<file path="src/rtl/counter_8b.sv">
// Loadable up/down counter with count enable; reset beats load, load beats count.
// Every input takes effect on dataout one clk edge after it is sampled; there is no backpressure.
module counter_8b #(
  parameter int               WIDTH     = 8,
  parameter logic [WIDTH-1:0] RESET_VAL = '0
) (
  input  logic             clk,
  input  logic             rst,
  input  logic             ld_en,
  input  logic             updwn,
  input  logic             en,
  input  logic [WIDTH-1:0] datain,
  output logic [WIDTH-1:0] dataout
);

  logic [WIDTH-1:0] cnt;

  // Wrap-around in both directions comes from the natural WIDTH-bit truncation.
  always_ff @(posedge clk) begin
    if (rst) begin
      cnt <= RESET_VAL;
    end else if (ld_en) begin
      cnt <= datain;
    end else if (en) begin
      if (updwn) begin
        cnt <= cnt + WIDTH'(1);
      end else begin
        cnt <= cnt - WIDTH'(1);
      end
    end
  end

  assign dataout = cnt;

endmodule

</file>
<file path="config.mk">
export PLATFORM = sky130hd
export DESIGN_NAME = counter_8b
export DESIGN_NICKNAME = d
export VERILOG_FILES = /design/src/rtl/counter_8b.sv
export SDC_FILE = /design/constraint.sdc
export NUM_CORES = 1
export LEC_CHECK = 0
export ABC_CLOCK_PERIOD_IN_PS = 2000
export BUFFER_PORTS_ARGS = -buffer_cell sky130_fd_sc_hd__buf_4
export CAP_MARGIN = 15
export CELL_PAD_IN_SITES_DETAIL_PLACEMENT = 2
export CELL_PAD_IN_SITES_GLOBAL_PLACEMENT = 2
export CORE_ASPECT_RATIO = 0.75
export CORE_MARGIN = 2
export CORE_UTILIZATION = 28
export CTS_CLUSTER_DIAMETER = 40
export DETAILED_ROUTE_END_ITERATION = 10
export GPL_TIMING_DRIVEN = 0
export PLACE_DENSITY = 0.76
export SLEW_MARGIN = 40
export SYNTH_ARGS = -nofsm -noshare
export SYNTH_HDL_FRONTEND = slang
export SYNTH_SLANG_ARGS = --single-unit
</file>
<file path="constraint.sdc">
create_clock -name clk -period 2 [get_ports clk]
set_clock_uncertainty 0.05 [all_clocks]
set_input_delay 0.4 -clock clk [delete_from_list [all_inputs] [get_ports clk]]
set_output_delay 0.4 -clock clk [all_outputs]
set_load 0.05 [all_outputs]
</file>
# Word-level counts from Yosys, hierarchy flattened
# Cells that the tools add are included.
totals:
  inputBits: 13
  word_cells: 7
  register_bits: 8
  out_inout_bits: 8
classes:
  n_reduce_logical: 1
  mux: 3
  addsub: 2
op_table:
  columns: ["op", "count"]
  rows:
  - ["8-bit two-way mux", 3]
  - ["8-bit by 1-bit adder with 8-bit output (second input constant)", 1]
  - ["8-bit by 1-bit subtractor with 8-bit output (second input constant)", 1]
  - ["2-bit nonzero test", 1]

# Depth between registers and ports, before layout
depth:
  depth_word: 4
  mapped_depth: 6
  depth_no_buf: 6

# Least setup slack after synthesis
# Ideal clock, no wire load.
synth_timing:
  kind: "register to register"
  from: "register cnt[1], in the netlist dataout[1]"
  to: "register cnt[7], in the netlist dataout[7]"
  path_stages_with_launch: 6
  synth_period_minus_slack_ps: 2074
  setup_time_ps: 79
  arrival_ps: 1945
  path_buffers: 0
  required_time_ps: 1871
  setup_slack_ps: -74
  cell_sequence: "dfxtp_1 > ha_1 > a211o_1 > a41oi_1 > mux2_2 > o211ai_1"
synth_via:
  elab_chain_len: 4
  word_cells_on_any_way: 5
  cone_classes: "add/sub: 2; mux: 3"
synth_rtl:
  columns: ["item", "line_no", "text"]
  rows:
  - ["start: declaration", "16", "logic [WIDTH-1:0] cnt;"]
  - ["start signal: assignment", "23", "cnt <= datain;"]
  - ["start signal: assignment", "26", "cnt <= cnt + WIDTH'(1);"]
  - ["start signal: assignment", "28", "cnt <= cnt - WIDTH'(1);"]
  - ["8-bit by 1-bit subtractor with 8-bit output or 8-bit by 1-bit adder with 8-bit output (tied branches)", "28, 26", null]
  - ["8-bit two-way mux *", "25", "if (updwn) begin"]
  - ["8-bit two-way mux *", "24", "end else if (en) begin"]
  - ["8-bit two-way mux *", "22", "end else if (ld_en) begin"]
# Mark *: on every way between the ends. The rest lies on a longest branch, timed or not. The select of a mux whose other input is x is not followed.
# A chain may end at the register's enable or synchronous reset.

# Worst setup path in the final report
layout_timing:
  from: "input updwn"
  to: "register cnt[7], in the netlist dataout[7]"
layout_via:
  elab_chain_len: 3
layout_rtl:
  columns: ["item", "line_no", "text"]
  rows:
  - ["start: declaration", "10", "input logic updwn,"]
  - ["8-bit two-way mux", "25", null]
  - ["8-bit two-way mux", "24", null]
  - ["8-bit two-way mux", "22", null]
# No other way between the ends. The select of a mux whose other input is x is not followed.

==> reports/metrics.csv <==
metric,value,unit
slowest_stage,a211o_1,
drc,0,
gp_congestion,0.760,
cts_hold_buf,0,
core,0.00236,sq mm
maxSlewViolCount,0,
pre_cts_ws,-0.311,ns
drive_gt1_share,30.3,%
first_pass_iters,3,
vias,758,
grt_pass1_vias,759,
crit_family,compound AO/OA/AOI/OAI gates,
ys_seq_elements,8,
wl,2.37,mm
finalPower,0.600,mW
grt_usage,17.6,%
fin_crit,1.90,ns
start_util,30.2,%
ir_worst_vdd,0.190,mV
yosysWarnings,0,
drv_cap,0,
grt_pass1_wl,3.79,mm
via_per_inst,5.30,
path_buf_inv,2,
fmax,528,MHz
layout.nets,131,
die_area,0.00298,sq mm
fillerInstances,294,
htreeDepth,1,
grt_antenna_before_repair,0,
hold_path.class,in -> reg,
grt_start_max_net_pins,11,
cp_cell_sequence,"buf_4, clkinvlp_4, ha_1, a211o_1, a41oi_1, mux2_2, o211ai_1",
clock_path_buffers,2,
start_kind,input port,
period_share,94.8,%
worst_pin_slew,0.535,ns
area_delta_synth_final,31.9,%
netlist_instances,85,
num_rows,15,
syn_area,714,sq um
die_w,62.3,um
n_antenna_cell,0,
largest_register_ffs,8,
finalHoldViolations,0,
seq_area_frac_synth,22.4,%
die_y,47.7,um
insertion_delay,0.27,ns
cp_max_fo,5,
hpwl,1.79,mm
rsz0062_at_grt,no,
slowest_delay,0.36,ns
clkSinkCount,8,
power_density,637,mW/mm^2
outcome,"complete, no violations",
syn_nets,105,
io_buffer_count,18,
p_leak,0.389,nW
required,2.14,ns
drt_iter0_drc,26,
wl_per_cell,16.6,um
cts_inserted_buffers,3,
gr-total-overflow,0,
final_common_cell,buf_4,
io_pins,21,
ant_nets,0,
layout_common_cells,"buf_4 (22), a21oi_1 (15), nor2_1 (8)",
root_buffer,clkbuf_4,
cts_tree,yes,
setup_slack,0.105,ns
relSlewSlack,64.3,%
clkTransAtPathRegs,0.06,ns
arrival,2.03,ns
avgSynthCellArea,8.41,sq um
setup_viol_count_final,0,
synth.distinct_cells,35,
crit_path_end_kind,flip-flop,
worstSetupPathType,in -> reg,
[area by class of cell]
| class | count | area [sq um] | area share, % |
|---|---|---|---|
| flip-flops and latches | 8 | 161 | 17.1 |
| inverters | 1 | 7.51 | 0.797 |
| plain buffers | 4 | 26.3 | 2.79 |
| repair buffers | 21 | 158 | 16.7 |
| clock buffers | 3 | 22.5 | 2.39 |
| multi-input cells | 72 | 524 | 55.6 |
| well taps | 34 | 42.5 | 4.52 |
[through the flow]
stage                     instance area, sq um  instances  utilization [%]  setup TNS [ns]  hold WS (ns)
after global routing                       942        143             39.8               0         0.319
after detailed placement                   893        137             37.8          -0.634         0.600
after floorplan                            716         85                -               0         0.493
after CTS                                  942        143             39.8               0         0.313
after global placement                     893        137             37.8          -0.498         0.580
final                                      942        143             39.8               0         0.317
[layer usage]
metal / vias up / track usage (%) / part of all wire, %
li1: 375 / - / -
met1: 362 / 21.3 / 47
met5: - / 0 / 0
met3: 5 / 5.65 / 4.7
met2: 16 / 30.7 / 47
met4: 0 / 6.67 / 1.6
[worst reg2reg max path, cell delays in order (launching register included)]
cell      delay, ns
dfxtp_2        0.34
ha_1           0.27
a211o_1        0.36
a41oi_1        0.27
mux2_2         0.36
o211ai_1       0.10
[worst paths after layout]
| kind | endpoint | from | slack [ns] | depth (start not counted) |
|---|---|---|---|---|
| setup / recovery | dataout[7] | updwn | 0.10 | 7 |
| hold / removal | dataout[2] | datain[2] | 0.32 | 3 |
| setup reg to reg | dataout[7] | dataout[1] | 0.16 | 5 |
| hold reg to reg | dataout[4] | dataout[4] | 0.66 | 3 |
[report_power, final]
group	leakage, nW	switching [mW]	internal (mW)
Sequential	0.0667	0.0145	0.175
Combinational	0.308	0.160	0.109
Clock	0.0138	0.0717	0.0697
Total	0.389	0.246	0.354
[Yosys cell counts]
cell      instances  share of area (%)
nand2_1           2                1.1
mux2i_1           1                1.4
nand4b_1          1                1.2
nor2b_1           1               0.88
o21a_1            4                4.2
o211ai_1          2                2.1
inv_1             1               0.52
or3b_2            2                2.5
clkbuf_1          2                1.1
ha_1              6                 11
fa_1              1                2.8
mux2_2            1                1.6
a41oi_1           1                1.2
dfxtp_1           8                 22
a311oi_1          1                1.2
or4b_1            1                1.4
nor3b_1           5                5.3
buf_4             1                1.1
nand3_1           1               0.70
nand3b_1          1                1.1
nor4_1            1               0.88
nor2_1            8                4.2
or3_1             1               0.88
o21ai_1           2                1.4
xnor2_1           3                3.7
nor4b_1           1                1.2
a211oi_1          2                2.1
buf_6             1                1.6
a21oi_1          15                 11
nor3b_2           1                1.8
o21ai_0           2                1.4
and4b_1           1                1.4
nand2b_1          1               0.88
a211o_1           2                2.5
or3b_4            1                1.6
[repair_timing]
item                       CTS  global route
setup endpoints to repair    1             0
buffers inserted             3             0
gates resized for setup      1             0
[logic make-up (layout without fill, tap and decap cells)]
kind of cell | Yosys count | in the layout | synth area share, %
AO/OA/AOI/OAI | 31 | 31 | 26.6
XOR/XNOR | 3 | 3 | 3.68
adder cells (fa/ha/maj) | 7 | 7 | 13.3
buffers and inverters | 5 | 29 | 4.20
flip-flops | 8 | 8 | 22.4
multiplexers | 2 | 2 | 2.98
AND/OR/NAND/NOR | 29 | 29 | 26.8
Note: power is estimated with default switching activity, not from simulation.
